## config.mk

```make
export PLATFORM = sky130hd
export DESIGN_NAME = hazard_control_unit
export DESIGN_NICKNAME = d
export VERILOG_FILES = /design/src/rtl/hazard_control_unit.sv
export SDC_FILE = /design/constraint.sdc
export NUM_CORES = 1
export LEC_CHECK = 0
export BUFFER_PORTS_ARGS = -buffer_cell sky130_fd_sc_hd__buf_2
export CORE_UTILIZATION = 35
export CTS_BUF_LIST = sky130_fd_sc_hd__clkbuf_4
export DETAILED_ROUTE_END_ITERATION = 12
export PLACE_DENSITY = 0.57
export SLEW_MARGIN = 5
export SYNTH_ARGS = -nofsm -noshare
export SYNTH_HDL_FRONTEND = slang
export SYNTH_SLANG_ARGS = --single-unit
```

## constraint.sdc

```tcl
create_clock -name clk -period 2.5 [get_ports clk]
set_input_delay 0.25 -clock clk [delete_from_list [all_inputs] [get_ports clk]]
set_output_delay 0.25 -clock clk [all_outputs]
set_load 0.03 [all_outputs]
```

## src/rtl/hazard_control_unit.sv

```systemverilog
// hazard_control_unit: load-use stall FSM, branch flush, optional ME/WB forwarding (macro HCU_FORWARD_EN)
module hazard_control_unit #(
  parameter int REG_AW         = 5,
  parameter int LOAD_STALL_CYC = 1,
  parameter int CNT_W          = 32
) (
  input  logic              clk,
  input  logic              rst,
  input  logic [REG_AW-1:0] rs1_de,
  input  logic [REG_AW-1:0] rs2_de,
  input  logic              rs1_use_de,
  input  logic              rs2_use_de,
  input  logic [REG_AW-1:0] rs1_ex,
  input  logic [REG_AW-1:0] rs2_ex,
  input  logic [REG_AW-1:0] rd_ex,
  input  logic              RegWr_ex,
  input  logic              DMRd_ex,
  input  logic [REG_AW-1:0] rd_me,
  input  logic              RegWr_me,
  input  logic [REG_AW-1:0] rd_wb,
  input  logic              RegWr_wb,
  input  logic              br_taken_ex,
  output logic              pc_fe,
  output logic              pc_inc_de,
  output logic              clr,
  output logic              flush_de,
  output logic [1:0]        fwd_a,
  output logic [1:0]        fwd_b,
  output logic [CNT_W-1:0]  stall_count
);
  typedef enum logic {RUN, STALL} state_t;
  localparam logic [3:0] STALL_INIT = 4'(LOAD_STALL_CYC - 1);
  state_t           r_state, w_next;
  logic [3:0]       r_cnt, w_cnt_next;
  logic [CNT_W-1:0] r_stall_count;
  logic             w_src_ex, w_lu;
  assign w_src_ex = (rs1_use_de && rs1_de == rd_ex) || (rs2_use_de && rs2_de == rd_ex);
`ifdef HCU_FORWARD_EN
  logic w_unused;
  assign w_unused = RegWr_ex;
  assign w_lu = DMRd_ex && rd_ex != '0 && w_src_ex;
  // ME result wins over WB; x0 is never forwarded; reset forces register-file source
  always_comb begin
    fwd_a = rst ? 2'b00 :
            (RegWr_me && rd_me != '0 && rd_me == rs1_ex) ? 2'b10 :
            (RegWr_wb && rd_wb != '0 && rd_wb == rs1_ex) ? 2'b01 : 2'b00;
    fwd_b = rst ? 2'b00 :
            (RegWr_me && rd_me != '0 && rd_me == rs2_ex) ? 2'b10 :
            (RegWr_wb && rd_wb != '0 && rd_wb == rs2_ex) ? 2'b01 : 2'b00;
  end
`else
  logic w_src_me, w_unused;
  assign w_unused = ^{rs1_ex, rs2_ex, rd_wb, RegWr_wb};
  assign w_src_me = (rs1_use_de && rs1_de == rd_me) || (rs2_use_de && rs2_de == rd_me);
  assign w_lu = ((DMRd_ex || RegWr_ex) && rd_ex != '0 && w_src_ex) ||
                (RegWr_me && rd_me != '0 && w_src_me);
  assign fwd_a = 2'b00;
  assign fwd_b = 2'b00;
`endif
  // state and bubble counter; reset aborts any stall in progress
  always_ff @(posedge clk or posedge rst) begin
    if (rst) begin
      r_state <= RUN;
      r_cnt   <= '0;
    end else begin
      r_state <= w_next;
      r_cnt   <= w_cnt_next;
    end
  end
  // next state and pipeline controls; STALL ignores branches and new hazards
  always_comb begin
    w_next     = r_state;
    w_cnt_next = r_cnt;
    pc_fe      = 1'b1;
    pc_inc_de  = 1'b1;
    clr        = 1'b0;
    flush_de   = 1'b0;
    if (rst) begin
      pc_fe     = 1'b0;
      pc_inc_de = 1'b0;
      clr       = 1'b1;
    end else if (r_state == STALL) begin
      pc_fe      = 1'b0;
      pc_inc_de  = 1'b0;
      clr        = 1'b1;
      w_cnt_next = r_cnt - 4'd1;
      w_next     = (r_cnt == 4'd1) ? RUN : STALL;
    end else if (br_taken_ex) begin
      flush_de = 1'b1;
      clr      = 1'b1;
    end else if (w_lu) begin
      pc_fe     = 1'b0;
      pc_inc_de = 1'b0;
      clr       = 1'b1;
      if (LOAD_STALL_CYC > 1) begin
        w_next     = STALL;
        w_cnt_next = STALL_INIT;
      end
    end
  end
  // saturating count of cycles with the PC frozen
  always_ff @(posedge clk or posedge rst) begin
    if (rst)
      r_stall_count <= '0;
    else if (!pc_fe && r_stall_count != '1)
      r_stall_count <= r_stall_count + CNT_W'(1);
  end
  assign stall_count = r_stall_count;
endmodule

```

==> flow_metrics.tcl <==
set metrics [dict create \
    status "completed" \
    crit_buf_inv 1 \
    synth_seq_cells 37 \
    power_uw 2230 \
    finalWirelength_mm 4.73 \
    wl_per_cell_um 12.9 \
    fillers 596 \
    drc 0 \
    cpMaxStageDelayCell "or4b_1" \
    path_max_fanout 7 \
    die_area_um2 6680 \
    p_int_uw 1340 \
    sw_frac_of_total 0.400 \
    fin_hold_ws_ps 30.4 \
    ctsRootBufferMaster "clkbuf_4" \
    path_class "register to register" \
    tns_ps 0 \
    clkLatencyLatePin_ps 350 \
    pwr-share-comb 0.360 \
    hold_buffers 0 \
    synth-async-reset-ratio 1.00 \
    coreArea_um2 6030 \
    clk_pin_slew_ps 120 \
    p_switching_uw 890 \
    powerDensity_nw_per_um2 815 \
    die_width_um 81.7 \
    grt_antenna_before_repair 0 \
    pwr-share-clk 0.233 \
    final_common_cell "buf_2" \
    diodes 0 \
    synth_seq_area_share 0.416 \
    tritoncts "built" \
    fin_crit_ps 2240 \
    grt_use_total 0.152 \
    setup-violations-final 0 \
    critical-path-top-delay-family "simple AND/OR/NAND/NOR gates" \
    cp_slowest_stage_delay_ps 480 \
    worst_ep_required_time_ps 2740 \
    crit_path_end_kind "register" \
    cts.repair.resized 0 \
    drtPass1Iterations 4 \
    cp-start-kind "register" \
    vias_per_cell 4.92 \
    die_h_um 81.7 \
    ir_drop_uv 526 \
    vias 1799 \
    crit_arrival_ps 2470 \
    start_util 0.369 \
    gr-total-overflow 0 \
    synth.avg_cell_area_um2 10.2 \
    p_leak_uw 0.00124 \
    crit_chain "ha_1 > and4_1 > nand2_1 > nor3_1 > nor2b_4 > buf_4 > or4b_1 > xnor2_1" \
    grt_first_pass_wirelength_mm 7.73 \
    layout.nets 337 \
    timing.fmax_ghz 0.447 \
    synthCells 218 \
    final_hold_viol_count 0 \
    drive_gt1_frac 0.320 \
    fin_crit_sh 0.895 \
    synth.distinct_cells 37 \
    row_count 28 \
    most-common-layout-cells "63 x buf_2, 37 x dfrtp_1, 30 x xor2_1" \
    fin_skew_ps 11.6 \
    drt.antenna.violating_nets 0 \
    slew_violations 0 \
    rsz0062_at_grt "false" \
    cts_setup_buffers 0 \
    synth_edf_count 0 \
    grt_max_degree 40 \
    hpwl_mm 3.57 \
    portBuffers 63 \
    cts_sinks 37 \
    cts_htree_levels 2 \
    maxCapViolations 0 \
    synth_ff_type "dfrtp_1" \
    hold_path.class "input port to asynchronous set/reset pin" \
    seqPwrFrac 0.407 \
    grt_pass1_vias 1725 \
    gp_congestion 0.729 \
    syn_to_final_growth_pct 22.8 \
    clockBufferDepth 2 \
    yosys_warnings 0 \
    syn_area_um2 2230 \
    cts_made_buffers 5 \
    io-pin-count 84 \
    drtIter0Drc 58 \
]
[worst reg2reg max path, stage by stage, from the launching register on]
cell and delay, ps:
dfrtp_1 440, ha_1 250, and4_1 240, nand2_1 170, nor3_1 100, nor2b_4 160, buf_4 150, or4b_1 480
xnor2_1 140
[flip-flops by register name, summed over array words and instances (netlist names)]
signal	count
stall_count	32
r_state	1
r_cnt	4
[path summary, 6_finish.rpt]
| path | from | end | slack [ps] | cells after the start |
|---|---|---|---|---|
| worst max register to register | stall_count[0] | stall_count[16] | 260 | 8 |
| worst max-delay path | stall_count[0] | stall_count[16] | 260 | 8 |
| min in group clk | rst | r_cnt[0] | 270 | 4 |
| worst min-delay path | rst | stall_count[14] | 30 | 3 |
| max in group asynchronous | rst | stall_count[19] | 2130 | 3 |
| worst min register to register | r_cnt[3] | r_cnt[3] | 480 | 1 |
[power by group through the flow]
stage | combinational (µW) | clock (µW) | sequential, µW
floorplan | 406 | 0 | 1080
global placement | 798 | 0 | 914
detailed placement | 812 | 0 | 918
CTS | 815 | 532 | 908
global route | 875 | 559 | 932
finish | 802 | 519 | 906
[routing by layer]
metal  global-route usage  up-vias  routed length (µm)
li1                     -      896                   -
met3               0.0289        5                 238
met5                    0        -                   0
met4               0.0526        0                  37
met2                0.260       43                2240
met1                0.189      855                2220
[logic make-up after synthesis]
family,count (synthesis),synth area share
mux,1,0.00506
buf+inv,14,0.0438
xor+xnor,54,0.212
flops,37,0.416
simple gates,101,0.282
fa+ha+maj,3,0.0169
other cells,1,0.00168
compound gates,7,0.0225
[area by class of cell]
| type | instances | area [µm²] | share of cell area |
|---|---|---|---|
| clock inverter | 3 | 65.1 | 0.0238 |
| tap | 75 | 93.8 | 0.0343 |
| clock buffer | 5 | 37.5 | 0.0137 |
| timing repair buffer | 72 | 383 | 0.140 |
| multi-input combinational | 170 | 1210 | 0.444 |
| inverter | 4 | 15.0 | 0.00549 |
| sequential | 37 | 926 | 0.339 |
[cells in the mapped netlist, drive strengths merged (2+ instances only)]
library cell,count,area share
o22ai,2,0.0056
nor4b,4,0.031
dfrtp,37,0.42
xor2,30,0.12
nand2b,2,0.0056
nor3,14,0.031
and4,3,0.012
and2,4,0.011
nand3,11,0.025
nor4,8,0.025
ha,3,0.017
nand2,21,0.035
buf,10,0.037
inv,4,0.0067
nor2,12,0.020
xnor2,24,0.094
and3,4,0.016
nand4,12,0.043
[stage by stage]
stage | cells | util | setup WS, ps | cell area, µm²
5_1_grt | 366 | 0.454 | 13.5 | 2730
2_1_floorplan | 221 | - | 219 | 2240
3_5_place_dp | 356 | 0.434 | 185 | 2620
6_report | 366 | 0.454 | 262 | 2730
4_1_cts | 364 | 0.451 | 224 | 2720
3_3_place_gp | 356 | 0.434 | 191 | 2620
Power figures use the tool's default switching activity.
